File: src/rtl/fetch_pkg.sv
// Shared definitions for the instruction fetch stage: widths, defaults,
// FSM encoding, IF/ID record layout and a saturating counter helper.
package fetch_pkg;

  localparam int          ADDR_W        = 16;
  localparam int          PC_STEP_DFLT  = 2;
  localparam logic [15:0] NOP_WORD_DFLT = 16'h0000;

  typedef enum logic [1:0] {
    BOOT = 2'd0,
    RUN  = 2'd1,
    HOLD = 2'd2
  } fetch_state_t;

  typedef struct packed {
    logic              valid;
    logic [ADDR_W-1:0] instr;
    logic [ADDR_W-1:0] pc_next;
  } if_id_t;

  function automatic logic [ADDR_W-1:0] sat_inc(input logic [ADDR_W-1:0] v);
    return (v == '1) ? v : v + 1'b1;
  endfunction

endpackage

File: src/rtl/fetch_if_id_reg.sv
// IF/ID pipeline register: bubble wins over load, otherwise holds.
module if_id_reg
  import fetch_pkg::*;
#(
  parameter logic [15:0] NOP_WORD = NOP_WORD_DFLT
) (
  input  logic        clk,
  input  logic        reset,
  input  logic        load,
  input  logic        bubble,
  input  logic [15:0] instr_in,
  input  logic [15:0] pc_next_in,
  output logic        valid,
  output logic [15:0] instr,
  output logic [15:0] pc_next
);

  if_id_t q;

  // bubble -> NOP with zero pc_next, load -> real instruction, else hold
  always_ff @(posedge clk or posedge reset) begin
    if (reset)       q <= '{valid: 1'b0, instr: NOP_WORD, pc_next: 16'h0000};
    else if (bubble) q <= '{valid: 1'b0, instr: NOP_WORD, pc_next: 16'h0000};
    else if (load)   q <= '{valid: 1'b1, instr: instr_in, pc_next: pc_next_in};
  end

  assign valid   = q.valid;
  assign instr   = q.instr;
  assign pc_next = q.pc_next;

endmodule

File: src/rtl/fetch_unit.sv
// Instruction fetch stage: BOOT/RUN/HOLD control, next-PC selection,
// IF/ID register and saturating fetch/squash counters.
module fetch_unit
  import fetch_pkg::*;
#(
  parameter int          PC_STEP  = PC_STEP_DFLT,
  parameter logic [15:0] NOP_WORD = NOP_WORD_DFLT
) (
  input  logic        clk,
  input  logic        reset,
  input  logic [15:0] pc,
  output logic [15:0] new_pc,
  output logic [15:0] imem_addr,
  input  logic [15:0] imem_data,
  input  logic        stall,
  input  logic        branch_taken,
  input  logic [15:0] branch_target,
  output logic        if_id_valid,
  output logic [15:0] if_id_instr,
  output logic [15:0] if_id_pc_next,
  output logic        misalign,
  output logic [15:0] fetch_count,
  output logic [15:0] squash_count
);

  localparam logic [15:0] STEP = 16'(PC_STEP);

  fetch_state_t state;
  logic         redirect, advance, stall_hold;
  logic [15:0]  seq_pc, tgt_pc;

  assign seq_pc    = pc + STEP;                     // wraps mod 2^16
  assign tgt_pc    = {branch_target[15:1], 1'b0};   // force halfword alignment
  assign imem_addr = pc;

  // per-cycle action; redirect has priority over stall, BOOT ignores both
  always_comb begin
    redirect   = 1'b0;
    advance    = 1'b0;
    stall_hold = 1'b0;
    if (state != BOOT) begin
      if (branch_taken) redirect   = 1'b1;
      else if (stall)   stall_hold = 1'b1;
      else              advance    = 1'b1;
    end
  end

  // next-PC mux; PC register reloads pc unchanged in reset, BOOT and stall
  always_comb begin
    new_pc = pc;
    if (!reset) begin
      if (redirect)     new_pc = tgt_pc;
      else if (advance) new_pc = seq_pc;
    end
  end

  // control FSM
  always_ff @(posedge clk or posedge reset) begin
    if (reset) begin
      state <= BOOT;
    end else begin
      case (state)
        BOOT:    state <= RUN;
        default: state <= stall_hold ? HOLD : RUN;
      endcase
    end
  end

  // sticky misalign flag and saturating event counters
  always_ff @(posedge clk or posedge reset) begin
    if (reset) begin
      misalign     <= 1'b0;
      fetch_count  <= 16'h0000;
      squash_count <= 16'h0000;
    end else begin
      if (redirect && branch_target[0]) misalign <= 1'b1;
      if (advance)  fetch_count  <= sat_inc(fetch_count);
      if (redirect) squash_count <= sat_inc(squash_count);
    end
  end

  // BOOT writes an invalid entry so the first real fetch starts clean
  if_id_reg #(.NOP_WORD(NOP_WORD)) u_if_id (
    .clk        (clk),
    .reset      (reset),
    .load       (advance),
    .bubble     (redirect || (state == BOOT)),
    .instr_in   (imem_data),
    .pc_next_in (seq_pc),
    .valid      (if_id_valid),
    .instr      (if_id_instr),
    .pc_next    (if_id_pc_next)
  );

endmodule

File: config.mk
export PLATFORM = sky130hd
export DESIGN_NAME = fetch_unit
export DESIGN_NICKNAME = d
export VERILOG_FILES = /design/src/rtl/fetch_pkg.sv /design/src/rtl/fetch_if_id_reg.sv /design/src/rtl/fetch_unit.sv
export SDC_FILE = /design/constraint.sdc
export NUM_CORES = 1
export LEC_CHECK = 0
export ABC_AREA = 1
export CORE_MARGIN = 2
export CORE_UTILIZATION = 49
export CTS_CLUSTER_SIZE = 12
export DETAILED_ROUTE_END_ITERATION = 7
export PLACE_DENSITY = 0.87
export SYNTH_ARGS = -nofsm -noshare
export SYNTH_HDL_FRONTEND = slang
export SYNTH_SLANG_ARGS = --single-unit
File: constraint.sdc
create_clock -name clk -period 8.05 [get_ports clk]
set_clock_uncertainty 0.05 [all_clocks]
set_input_delay 1.61 -clock clk [delete_from_list [all_inputs] [get_ports clk]]
set_output_delay 1.61 -clock clk [all_outputs]
set_load 0.03 [all_outputs]
-- Yosys cells after proc, flatten, opt, wreduce, memory -nomap -nowiden
Cells that the tools add are included.
- bits in registers: 68
- input port bits: 52
- word-level logic and storage cells: 36
- $add $sub $neg: 3
- equal/unequal tests: 2
- mux-type cells: 15
- bitwise operators: 2
- reduce and logical (&&, ||, !) cells: 7
- operators by type and width (kind ; number):
    two-way mux 33 bit ; 2
    two-way mux 16 bit ; 3
    adder 16 x 1 -> 16 bit (second input constant) ; 2
    == test 16 bit (second input constant) ; 2
    adder 16 x 2 -> 16 bit (second input constant) ; 1
    two-way mux 1 bit ; 8
    two-way mux 2 bit ; 2
    AND reduction 2 bit ; 2
    nonzero test 2 bit ; 2
    logical NOT 2 bit ; 1
    inverter 1 bit ; 2
    logical AND 1 bit ; 1
    logical OR 1 bit ; 1

-- Longest topological paths before layout
Gate-level depths: netlist (run 1).
- word-level depth: 6
- depth in mapped cells: 10
- gate-level depth less buffers: 10

-- Hierarchy
From an unflattened synthesis (run 1), not the netlist that was laid out.
- cell total of the unflattened synthesis: 618
- area, all modules: 4332.9 µm²
- modules (own cells, without submodules) (module ; instances ; cells an instance ; area an instance (µm²)):
    fetch_unit ; 1 ; 474 ; 2986.6
    if_id_reg ; 1 ; 144 ; 1346.3

-- Least setup slack after synthesis (run 1)
OpenSTA, ideal clock, no wires.
- path kind: input-to-output
- start: in reset
- end: out new_pc[2]
- data arrival time: 4788 ps
- data required time: 6390 ps
- slack: 1602 ps
- cell stages on the path: 6
- buffers on the path: 2
- path through: buf_2 inv_1 clkbuf_1 o21ai_2 nand2_1 o211ai_1
- cells in the longest elaborated chain, start to end: 1
- RTL lines (item ; line ; source):
    from (decl) ; fetch_unit.sv:10 ; input logic reset,
    two-way mux 16 bit ; fetch_unit.sv:51 ; if (!reset) begin
    to (decl) ; fetch_unit.sv:12 ; output logic [15:0] new_pc,
Every way passes these cells.

-- Final worst setup path (run 1)
- start: in reset
- end: out new_pc[1]
The elaborated chain is that of the path after synthesis.

==> impl_metrics.py, run 1 <==
metrics = {
    "worst_setup_path": {
        "rrSetupSlack_ns": 6.08,
        "r2r_end": "fetch_count[2]$_DFFE_PP0P_",
        "r2r-start": "state[1]$_DFF_PP0_",
        "cp-start-kind": "input port",
        "critical_path.max_fanout": 43,
        "cp.arrival_ns": 4.27,
        "crit_end": "new_pc[1]",
        "cp.required_ns": 6.39,
        "worst_r2r_path_depth": 9,
        "cp-startpoint": "reset",
        "end_kind": "output port",
        "criticalPathCategory": "input port to output port",
    },
    "place": {
        "dpl.hpwl_um": 8250,
        "gp_congestion": 0.887,
        "dp_slack_ns": 2.09,
        "port_buffers": 149,
    },
    "route": {
        "met2_length_um": 5490,
        "ant_nets": 0,
        "wl_met3_um": 792,
        "remaining_drc_errors": 0,
        "routed.top_layer": "met4",
        "dr.first_iter.drc_count": 195,
        "wirelength_um": 11400,
        "routed-via-count": 4101,
        "wl_met1_um": 4910,
        "dr.pass1.iters": 4,
        "post_drt_wl_per_cell_um": 14.5,
        "viasPerCell": 5.24,
    },
    "run_status": {
        "status": "finished, final reports clean",
    },
    "hold_path": {
        "hold_class": "register to register",
    },
    "synthesis": {
        "synth.most_common_cell": "nand2_1",
        "ys_seq_elements": 68,
        "ys_seq_area_share_pct": 41.7,
        "synth_flop_cell": "dfrtp_1",
        "synthTopCellsByCount": "nand2_1, dfrtp_1, inv_1",
        "yosys.area.top_type": "dfrtp_1",
        "synth_cell_types": 37,
        "ys_top_cells_by_area": "dfrtp_1, nand2_1, nand3_1, inv_1, a22o_1",
        "syn_nets": 595,
        "synth_top_area_share_pct": 41.7,
        "async_flop_share_pct": 100,
        "synth_edf_count": 0,
        "synthesis.area_um2": 4080,
        "synth_warnings": 0,
        "netlist_instances": 540,
        "avgSynthCellArea_um2": 7.56,
    },
    "finish": {
        "n_antenna_cell": 0,
        "drive_gt1_share_pct": 6.05,
        "n_fill_cell": 640,
        "nNetsFinal": 728,
        "synthToLayoutAreaGrowth_pct": 40.7,
    },
    "timing": {
        "slew_violations": 0,
        "worst_pin_slew_ns": 0.697,
        "fin_crit_sh_pct": 73.6,
        "slew_headroom_pct": 53.5,
        "rsz0062_at_grt": "no",
        "fmax_mhz": 169,
        "layout_setup_ws_ns": 2.12,
        "fin_crit_ns": 5.93,
        "finalSetupTns_ns": 0,
        "hold_violations": 0,
        "setup_viol": 0,
    },
    "clocking": {
        "cts-buffers-inserted": 9,
        "postCtsSetupBuffers": 0,
        "cts.sinks": 68,
        "hold_buffers": 0,
        "ctsLongestPathBuffers": 2,
        "root_buffer": "clkbuf_8",
        "clk_latency_ns": 0.35,
        "h-tree-depth": 3,
        "cts_tree": "built",
        "cts_resized": 0,
        "cts.clk_slew.worst_paths_ns": 0.07,
    },
    "die": {
        "io_pins": 150,
        "start_util_pct": 50.2,
        "core_area_um2": 8130,
        "die_h_um": 95.3,
        "rows": 33,
        "die_w_um": 95.3,
        "die_area_um2": 9080,
    },
    "power_and_ir_drop": {
        "p_leak_uw": 0.00266,
        "ir_drop_mv": 0.220,
        "powerDensity_nw_per_um2": 198,
    },
    "global_routing": {
        "antenna_found_initial": 0,
        "grt_pass1_vias": 3937,
        "track_usage_pct": 25.6,
        "grt_pass1_wl_um": 18200,
        "grt_max_degree": 44,
        "grt_overflow": 0,
    },
    "run": {
        "max_cap_violations": 0,
    },
}
==> cells in the final DEF, fill, tap and decap left out, drive strengths merged, types with 6 or more instances in the layout <==
cell / synthesis / layout
a22o: 17 / 17
nand2: 201 / 201
clkdlybuf4s50: 0 / 149
clkbuf: 2 / 10
nand3: 41 / 41
dfrtp: 68 / 68
nor2: 37 / 37
inv: 49 / 49
nand4: 21 / 21
xor2: 9 / 9
nor3: 9 / 9
o21ai: 23 / 23
a21oi: 6 / 6
xnor2: 13 / 13
==> worst min-delay path by stage <==
| stage | from | to | slack, ns | cells past startpoint |
|---|---|---|---|---|
| finish | misalign$_DFFE_PP0P_ | misalign$_DFFE_PP0P_ | 0.42 | 1 |
| global placement | misalign$_DFFE_PP0P_ | misalign$_DFFE_PP0P_ | 0.40 | 1 |
| CTS | misalign$_DFFE_PP0P_ | misalign$_DFFE_PP0P_ | 0.42 | 1 |
| global route | misalign$_DFFE_PP0P_ | misalign$_DFFE_PP0P_ | 0.44 | 1 |
| detailed placement | misalign$_DFFE_PP0P_ | misalign$_DFFE_PP0P_ | 0.40 | 1 |
| floorplan | misalign$_DFFE_PP0P_ | misalign$_DFFE_PP0P_ | 0.59 | 1 |
==> sequential cells by signal (all words and copies together) (netlist names) <==
| register | flops |
|---|---|
| misalign | 1 |
| u_if_id.pc_next | 16 |
| u_if_id.instr | 16 |
| fetch_count | 16 |
| squash_count | 16 |
| u_if_id.valid | 1 |
| state | 2 |
==> metal layers <==
metal,global-route usage [%],vias up
met5,0,-
met4,7.49,0
met3,5.93,18
met2,42.4,152
met1,33.5,1918
li1,-,2013
==> cell type report <==
class	instances	area, um^2	share of cell area, %
Tap cell	105	131	2.29
Clock inverter	6	87.6	1.53
Sequential cell	68	1700	29.6
Multi-Input combinational cell	393	1980	34.5
Timing Repair Buffer	151	1510	26.2
Inverter	50	195	3.40
Clock buffer	10	138	2.40
==> per-stage QoR <==
step / util, % / std cells / power, uW / hold WS, ns / instance area, um^2
6_report: 70.6 / 783 / 1140 / 0.418 / 5740
5_1_grt: 70.6 / 783 / 1190 / 0.436 / 5740
4_1_cts: 70.6 / 783 / 1140 / 0.421 / 5740
3_5_place_dp: 67.8 / 767 / 822 / 0.400 / 5520
3_3_place_gp: 67.8 / 767 / 809 / 0.397 / 5520
2_1_floorplan: - / 540 / 661 / 0.586 / 4080
==> cells by family after synthesis <==
family / count (synthesis) / synth area share, %
fa+ha+maj: 3 / 0.920
simple gates: 313 / 33.5
flops: 68 / 41.7
buf+inv: 79 / 9.78
compound gates: 55 / 9.41
xor+xnor: 22 / 4.72
==> report_power, final <==
group	total (uW)	switching (uW)	internal (uW)
clock network	319	136	183
registers	432	51.6	380
logic	386	229	157
==> critical path, stage by stage <==
cell	delay, ns
clkdlybuf4s50_1	0.65
inv_2	0.64
buf_4	0.57
o211ai_1	0.13
clkdlybuf4s50_1	0.61
No activity file was read; power rests on OpenSTA's default activity.
==> run 2: changes to the inputs <==
--- a/config.mk
+++ b/config.mk
@@ -7,10 +7,10 @@
 export LEC_CHECK = 0
 export ABC_AREA = 1
 export CORE_MARGIN = 2
-export CORE_UTILIZATION = 49
+export CORE_UTILIZATION = 45
 export CTS_CLUSTER_SIZE = 12
 export DETAILED_ROUTE_END_ITERATION = 7
-export PLACE_DENSITY = 0.87
+export PLACE_DENSITY = 0.81
 export SYNTH_ARGS = -nofsm -noshare
 export SYNTH_HDL_FRONTEND = slang
 export SYNTH_SLANG_ARGS = --single-unit
==> constraint.sdc (replaced) <==
create_clock -name clk -period 5.6 [get_ports clk]
set_clock_uncertainty 0.05 [all_clocks]
set_input_delay 1.12 -clock clk [delete_from_list [all_inputs] [get_ports clk]]
set_output_delay 1.12 -clock clk [all_outputs]
set_load 0.03 [all_outputs]
==> run 2 against run 1 <==
Compared with the run above: sequential share of layout area unchanged; flip-flop and latch count unchanged; die area up 8.5%; via count about the same; sequential power up 43%; clock power up 29%; total power up 39%; combinational power up 44%; register-to-register slack worse by 2.4 ns; critical endpoint is now new_pc[11].
==> impl_metrics.py, run 2 (same netlist as run 1, synthesis figures left out) <==
metrics = {
    "die": {
        "rows": 34,
        "die_area_um2": 9850,
        "die_h_um": 99.2,
        "core_area_um2": 8760,
        "start_util_pct": 46.6,
        "die_w_um": 99.2,
        "io_pins": 150,
    },
    "hold_path": {
        "hold_class": "register to register",
    },
    "route": {
        "routed-via-count": 4102,
        "viasPerCell": 5.20,
        "wirelength_um": 11000,
        "remaining_drc_errors": 0,
        "ant_nets": 0,
        "post_drt_wl_per_cell_um": 14.0,
        "dr.first_iter.drc_count": 198,
        "dr.pass1.iters": 5,
    },
    "timing": {
        "hold_violations": 0,
        "slew_headroom_pct": 68.2,
        "fin_crit_sh_pct": 83.0,
        "rsz0062_at_grt": "no",
        "worst_pin_slew_ns": 0.477,
        "slew_violations": 0,
        "finalSetupTns_ns": 0,
        "fmax_mhz": 215,
        "hold_ws_ns": 0.421,
        "fin_crit_ns": 4.65,
        "setup_viol": 0,
    },
    "worst_setup_path": {
        "end_kind": "output port",
        "cp_slowest_cell": "clkdlybuf4s50_1",
        "crit_chain": "clkdlybuf4s50_1, ha_1, nand3_1, nor2_2, nand3_1, nand2_1, nand3_1, nand2_1, nand2_1, nand2_1, clkdlybuf4s50_1",
        "crit_top_cell": "nand2_1",
        "critical_path.max_fanout": 9,
        "cp_num_buf_inv": 2,
        "cp-start-kind": "input port",
        "criticalPathCategory": "input port to output port",
        "cp.arrival_ns": 3.48,
        "cp.required_ns": 4.43,
        "worst_path_dominant_cell_family": "buffers and inverters",
        "cp_slowest_stage_delay_ns": 0.67,
    },
    "place": {
        "gp_congestion": 0.843,
        "port_buffers": 149,
        "dpl.hpwl_um": 8210,
    },
    "clocking": {
        "h-tree-depth": 3,
        "cts.sinks": 68,
        "ctsLongestPathBuffers": 2,
        "postCtsSetupBuffers": 0,
        "cts-buffers-inserted": 9,
        "hold_buffers": 0,
        "root_buffer": "clkbuf_8",
        "clk_latency_ns": 0.34,
        "cts.clk_slew.worst_paths_ns": 0.07,
        "cts_resized": 0,
        "cts_tree": "built",
    },
    "power_and_ir_drop": {
        "ir_drop_mv": 0.291,
        "p_leak_uw": 0.00266,
        "powerDensity_nw_per_um2": 276,
    },
    "finish": {
        "final_common_cell": "nand2_1",
        "nNetsFinal": 731,
        "n_antenna_cell": 0,
        "synthToLayoutAreaGrowth_pct": 40.7,
        "drive_gt1_share_pct": 6.46,
        "layout_common_cells": "nand2_1, clkdlybuf4s50_1, dfrtp_1",
    },
    "run_status": {
        "status": "finished, final reports clean",
    },
    "global_routing": {
        "grt_pass1_wl_um": 18200,
        "grt_max_degree": 39,
        "grt_pass1_vias": 3857,
        "grt_overflow": 0,
        "antenna_found_initial": 0,
        "track_usage_pct": 22.3,
    },
    "run": {
        "max_cap_violations": 0,
    },
}
run 2: cell types whose count changed in the layout (fill, tap and decap cells not counted), sizes merged:
cell and delta:
buf +3, bufinv -1, clkbuf -1, clkinv +1
inv +1
run 2: worst register-to-register path: stages, from the launching register on:
cell     delay (ns)
dfrtp_1        0.39
o21ai_2        0.31
inv_1          0.31
nand2_2        0.34
inv_2          0.21
nand2_1        0.11
o21ai_0        0.09
run 2: layout make-up:
cell class                 count  area, um^2
clock buffer                   9         124
multi-input combinational    393        1980
inverter                      50         195
timing repair buffer         154        1530
clock inverter                 7        75.1
tap                          108         135
fill                         746        3020
sequential                    68        1700
run 2: final timing paths:
path | from | to | slack, ns | cells after the start
setup / recovery | pc[1] | new_pc[11] | 0.95 | 11
hold / removal | misalign$_DFFE_PP0P_ | misalign$_DFFE_PP0P_ | 0.42 | 1
setup reg to reg | state[1]$_DFF_PP0_ | squash_count[13]$_DFFE_PP0P_ | 3.66 | 6
hold reg to reg | misalign$_DFFE_PP0P_ | misalign$_DFFE_PP0P_ | 0.42 | 1
max in group asynchronous | reset | fetch_count[10]$_DFFE_PP0P_ | 3.49 | 4
min in group asynchronous | reset | u_if_id.pc_next[8]$_DFFE_PP0P_ | 1.22 | 3
run 2: routing by layer:
| metal | vias up | global-route usage, % | part of all wire [%] |
|---|---|---|---|
| li1 | 2012 | - | - |
| met1 | 1911 | 31.7 | 44 |
| met2 | 167 | 35.7 | 48 |
| met3 | 12 | 4.01 | 7.4 |
| met4 | 0 | 5.58 | 0.88 |
| met5 | - | 0 | 0 |
run 2: metrics by stage:
step | utilization (%) | instances | total power (uW) | area (um^2) | setup slack [ns]
global placement | 63.2 | 773 | 1170 | 5540 | 1.00
global route | 65.5 | 789 | 1660 | 5740 | 0.710
finish | 65.5 | 789 | 1580 | 5740 | 0.950
CTS | 65.5 | 789 | 1590 | 5740 | 0.925
detailed placement | 63.2 | 773 | 1180 | 5540 | 0.941
floorplan | - | 540 | 951 | 4080 | 0.132
run 2: where the power goes:
group | switching, uW | internal [uW]
Sequential | 71.6 | 546
Clock | 202 | 208
Combinational | 326 | 228
Total | 600 | 982
==> run 3: changes to the inputs <==
==> constraint.sdc (replaced) <==
create_clock -name clk -period 4.3 [get_ports clk]
set_clock_uncertainty 0.05 [all_clocks]
set_input_delay 0.86 -clock clk [delete_from_list [all_inputs] [get_ports clk]]
set_output_delay 0.86 -clock clk [all_outputs]
set_load 0.03 [all_outputs]
==> run 3 against run 2 <==
Compared with the run above: sequential share of layout area grew 0.22 points; highest routed layer unchanged; via count is essentially flat; clock power grew 18%; non-clock buffer count grew 2.
==> impl_metrics.py, run 3 (same netlist as run 1, synthesis figures left out) <==
metrics = {
    "finish": {
        "layout_common_cells": "nand2_1, clkdlybuf4s50_1, dfrtp_1",
        "synthToLayoutAreaGrowth_pct": 39.6,
        "drive_gt1_share_pct": 8.65,
        "n_antenna_cell": 0,
        "nNetsFinal": 733,
        "final_common_cell": "nand2_1",
    },
    "route": {
        "wl_met3_um": 708,
        "remaining_drc_errors": 0,
        "routed-via-count": 4103,
        "wirelength_um": 11300,
        "ant_nets": 0,
        "post_drt_wl_per_cell_um": 14.3,
        "met2_length_um": 5620,
        "wl_met1_um": 4810,
        "dr.pass1.iters": 5,
        "viasPerCell": 5.19,
        "routed.top_layer": "met4",
        "dr.first_iter.drc_count": 161,
    },
    "timing": {
        "fin_crit_sh_pct": 91.0,
        "worst_pin_slew_ns": 0.647,
        "slew_violations": 0,
        "hold_ws_ns": 0.417,
        "slew_headroom_pct": 56.8,
        "hold_violations": 0,
        "setup_viol": 0,
        "finalSetupTns_ns": 0,
        "fin_crit_ns": 3.91,
        "rsz0062_at_grt": "no",
        "fmax_mhz": 256,
    },
    "die": {
        "core_area_um2": 8760,
        "io_pins": 150,
        "rows": 34,
        "die_h_um": 99.2,
        "die_area_um2": 9850,
        "start_util_pct": 46.6,
        "die_w_um": 99.2,
    },
    "power_and_ir_drop": {
        "powerDensity_nw_per_um2": 352,
        "ir_drop_mv": 0.303,
        "p_leak_uw": 0.00267,
    },
    "clocking": {
        "ctsLongestPathBuffers": 2,
        "root_buffer": "clkbuf_8",
        "cts_tree": "built",
        "clk_latency_ns": 0.34,
        "postCtsSetupBuffers": 0,
        "h-tree-depth": 3,
        "hold_buffers": 0,
        "cts-buffers-inserted": 9,
        "cts.clk_slew.worst_paths_ns": 0.07,
        "cts.sinks": 68,
        "cts_resized": 0,
    },
    "global_routing": {
        "track_usage_pct": 23.2,
        "antenna_found_initial": 0,
        "grt_overflow": 0,
        "grt_max_degree": 51,
        "grt_pass1_vias": 3884,
        "grt_pass1_wl_um": 18700,
    },
    "worst_setup_path": {
        "cp.arrival_ns": 3.00,
        "critical_path.max_fanout": 11,
        "cp-start-kind": "input port",
        "end_kind": "output port",
        "cp.required_ns": 3.39,
        "criticalPathCategory": "input port to output port",
    },
    "place": {
        "gp_congestion": 0.882,
        "dpl.hpwl_um": 8360,
        "port_buffers": 149,
    },
    "run": {
        "max_cap_violations": 0,
    },
    "run_status": {
        "status": "finished, final reports clean",
    },
    "hold_path": {
        "hold_class": "register to register",
    },
}
==> run 3: cell count changes in the layout (fill, tap and decap cells not counted), sizes merged <==
cell / previous run / this run
clkinvlp: 0 / 2
buf: 5 / 21
bufinv: 1 / 0
clkbuf: 9 / 11
inv: 50 / 49
clkinv: 6 / 3
clkdlybuf4s50: 149 / 135
==> run 3: metrics by stage <==
step / area (um^2) / worst slack, ns / total power (uW) / std cells / util (%)
2_1_floorplan: 4080 / 0.611 / 1240 / 540 / -
3_3_place_gp: 5520 / 0.445 / 1520 / 775 / 63.0
3_5_place_dp: 5520 / 0.398 / 1530 / 775 / 63.0
4_1_cts: 5700 / 0.388 / 2020 / 790 / 65.0
5_1_grt: 5700 / 0.239 / 2110 / 790 / 65.0
6_report: 5700 / 0.388 / 2010 / 790 / 65.0
==> run 3: worst paths after layout <==
path | startpoint | slack, ns | endpoint | cells past startpoint
min | misalign$_DFFE_PP0P_ | 0.42 | misalign$_DFFE_PP0P_ | 1
max | branch_taken | 0.39 | new_pc[5] | 8
min reg2reg | misalign$_DFFE_PP0P_ | 0.42 | misalign$_DFFE_PP0P_ | 1
min in group asynchronous | reset | 1.07 | fetch_count[3]$_DFFE_PP0P_ | 3
max in group asynchronous | reset | 2.16 | u_if_id.instr[1]$_DFFE_PP0P_ | 4
max reg2reg | squash_count[1]$_DFFE_PP0P_ | 2.38 | squash_count[14]$_DFFE_PP0P_ | 7
==> run 3: layout make-up <==
| type | count | area [um^2] |
|---|---|---|
| fill | 760 | 3070 |
| multi-input combinational | 393 | 1980 |
| sequential | 68 | 1700 |
| timing repair buffer | 156 | 1510 |
| inverter | 50 | 195 |
| clock buffer | 11 | 151 |
| tap | 108 | 135 |
| clock inverter | 4 | 25.0 |
==> run 3: routing by layer <==
metal,track usage (%),vias up
met2,38.7,141
met4,7.38,0
met1,30.7,1930
met3,4.08,14
li1,-,2018
met5,0,-
==> run 3: worst max-delay path: stages <==
cell and delay, ns:
clkdlybuf4s50_1 0.52, o21ai_2 0.13, inv_1 0.35, nand2_1 0.13, clkinv_1 0.17, nand2_1 0.08
nand3_1 0.09, clkdlybuf4s50_1 0.67
==> run 3: report_power, final <==
group | internal, uW | total, uW | switching, uW
Combinational | 293 | 719 | 426
Clock | 236 | 484 | 248
Sequential | 711 | 802 | 91.0
Total | 1240 | 2010 | 766
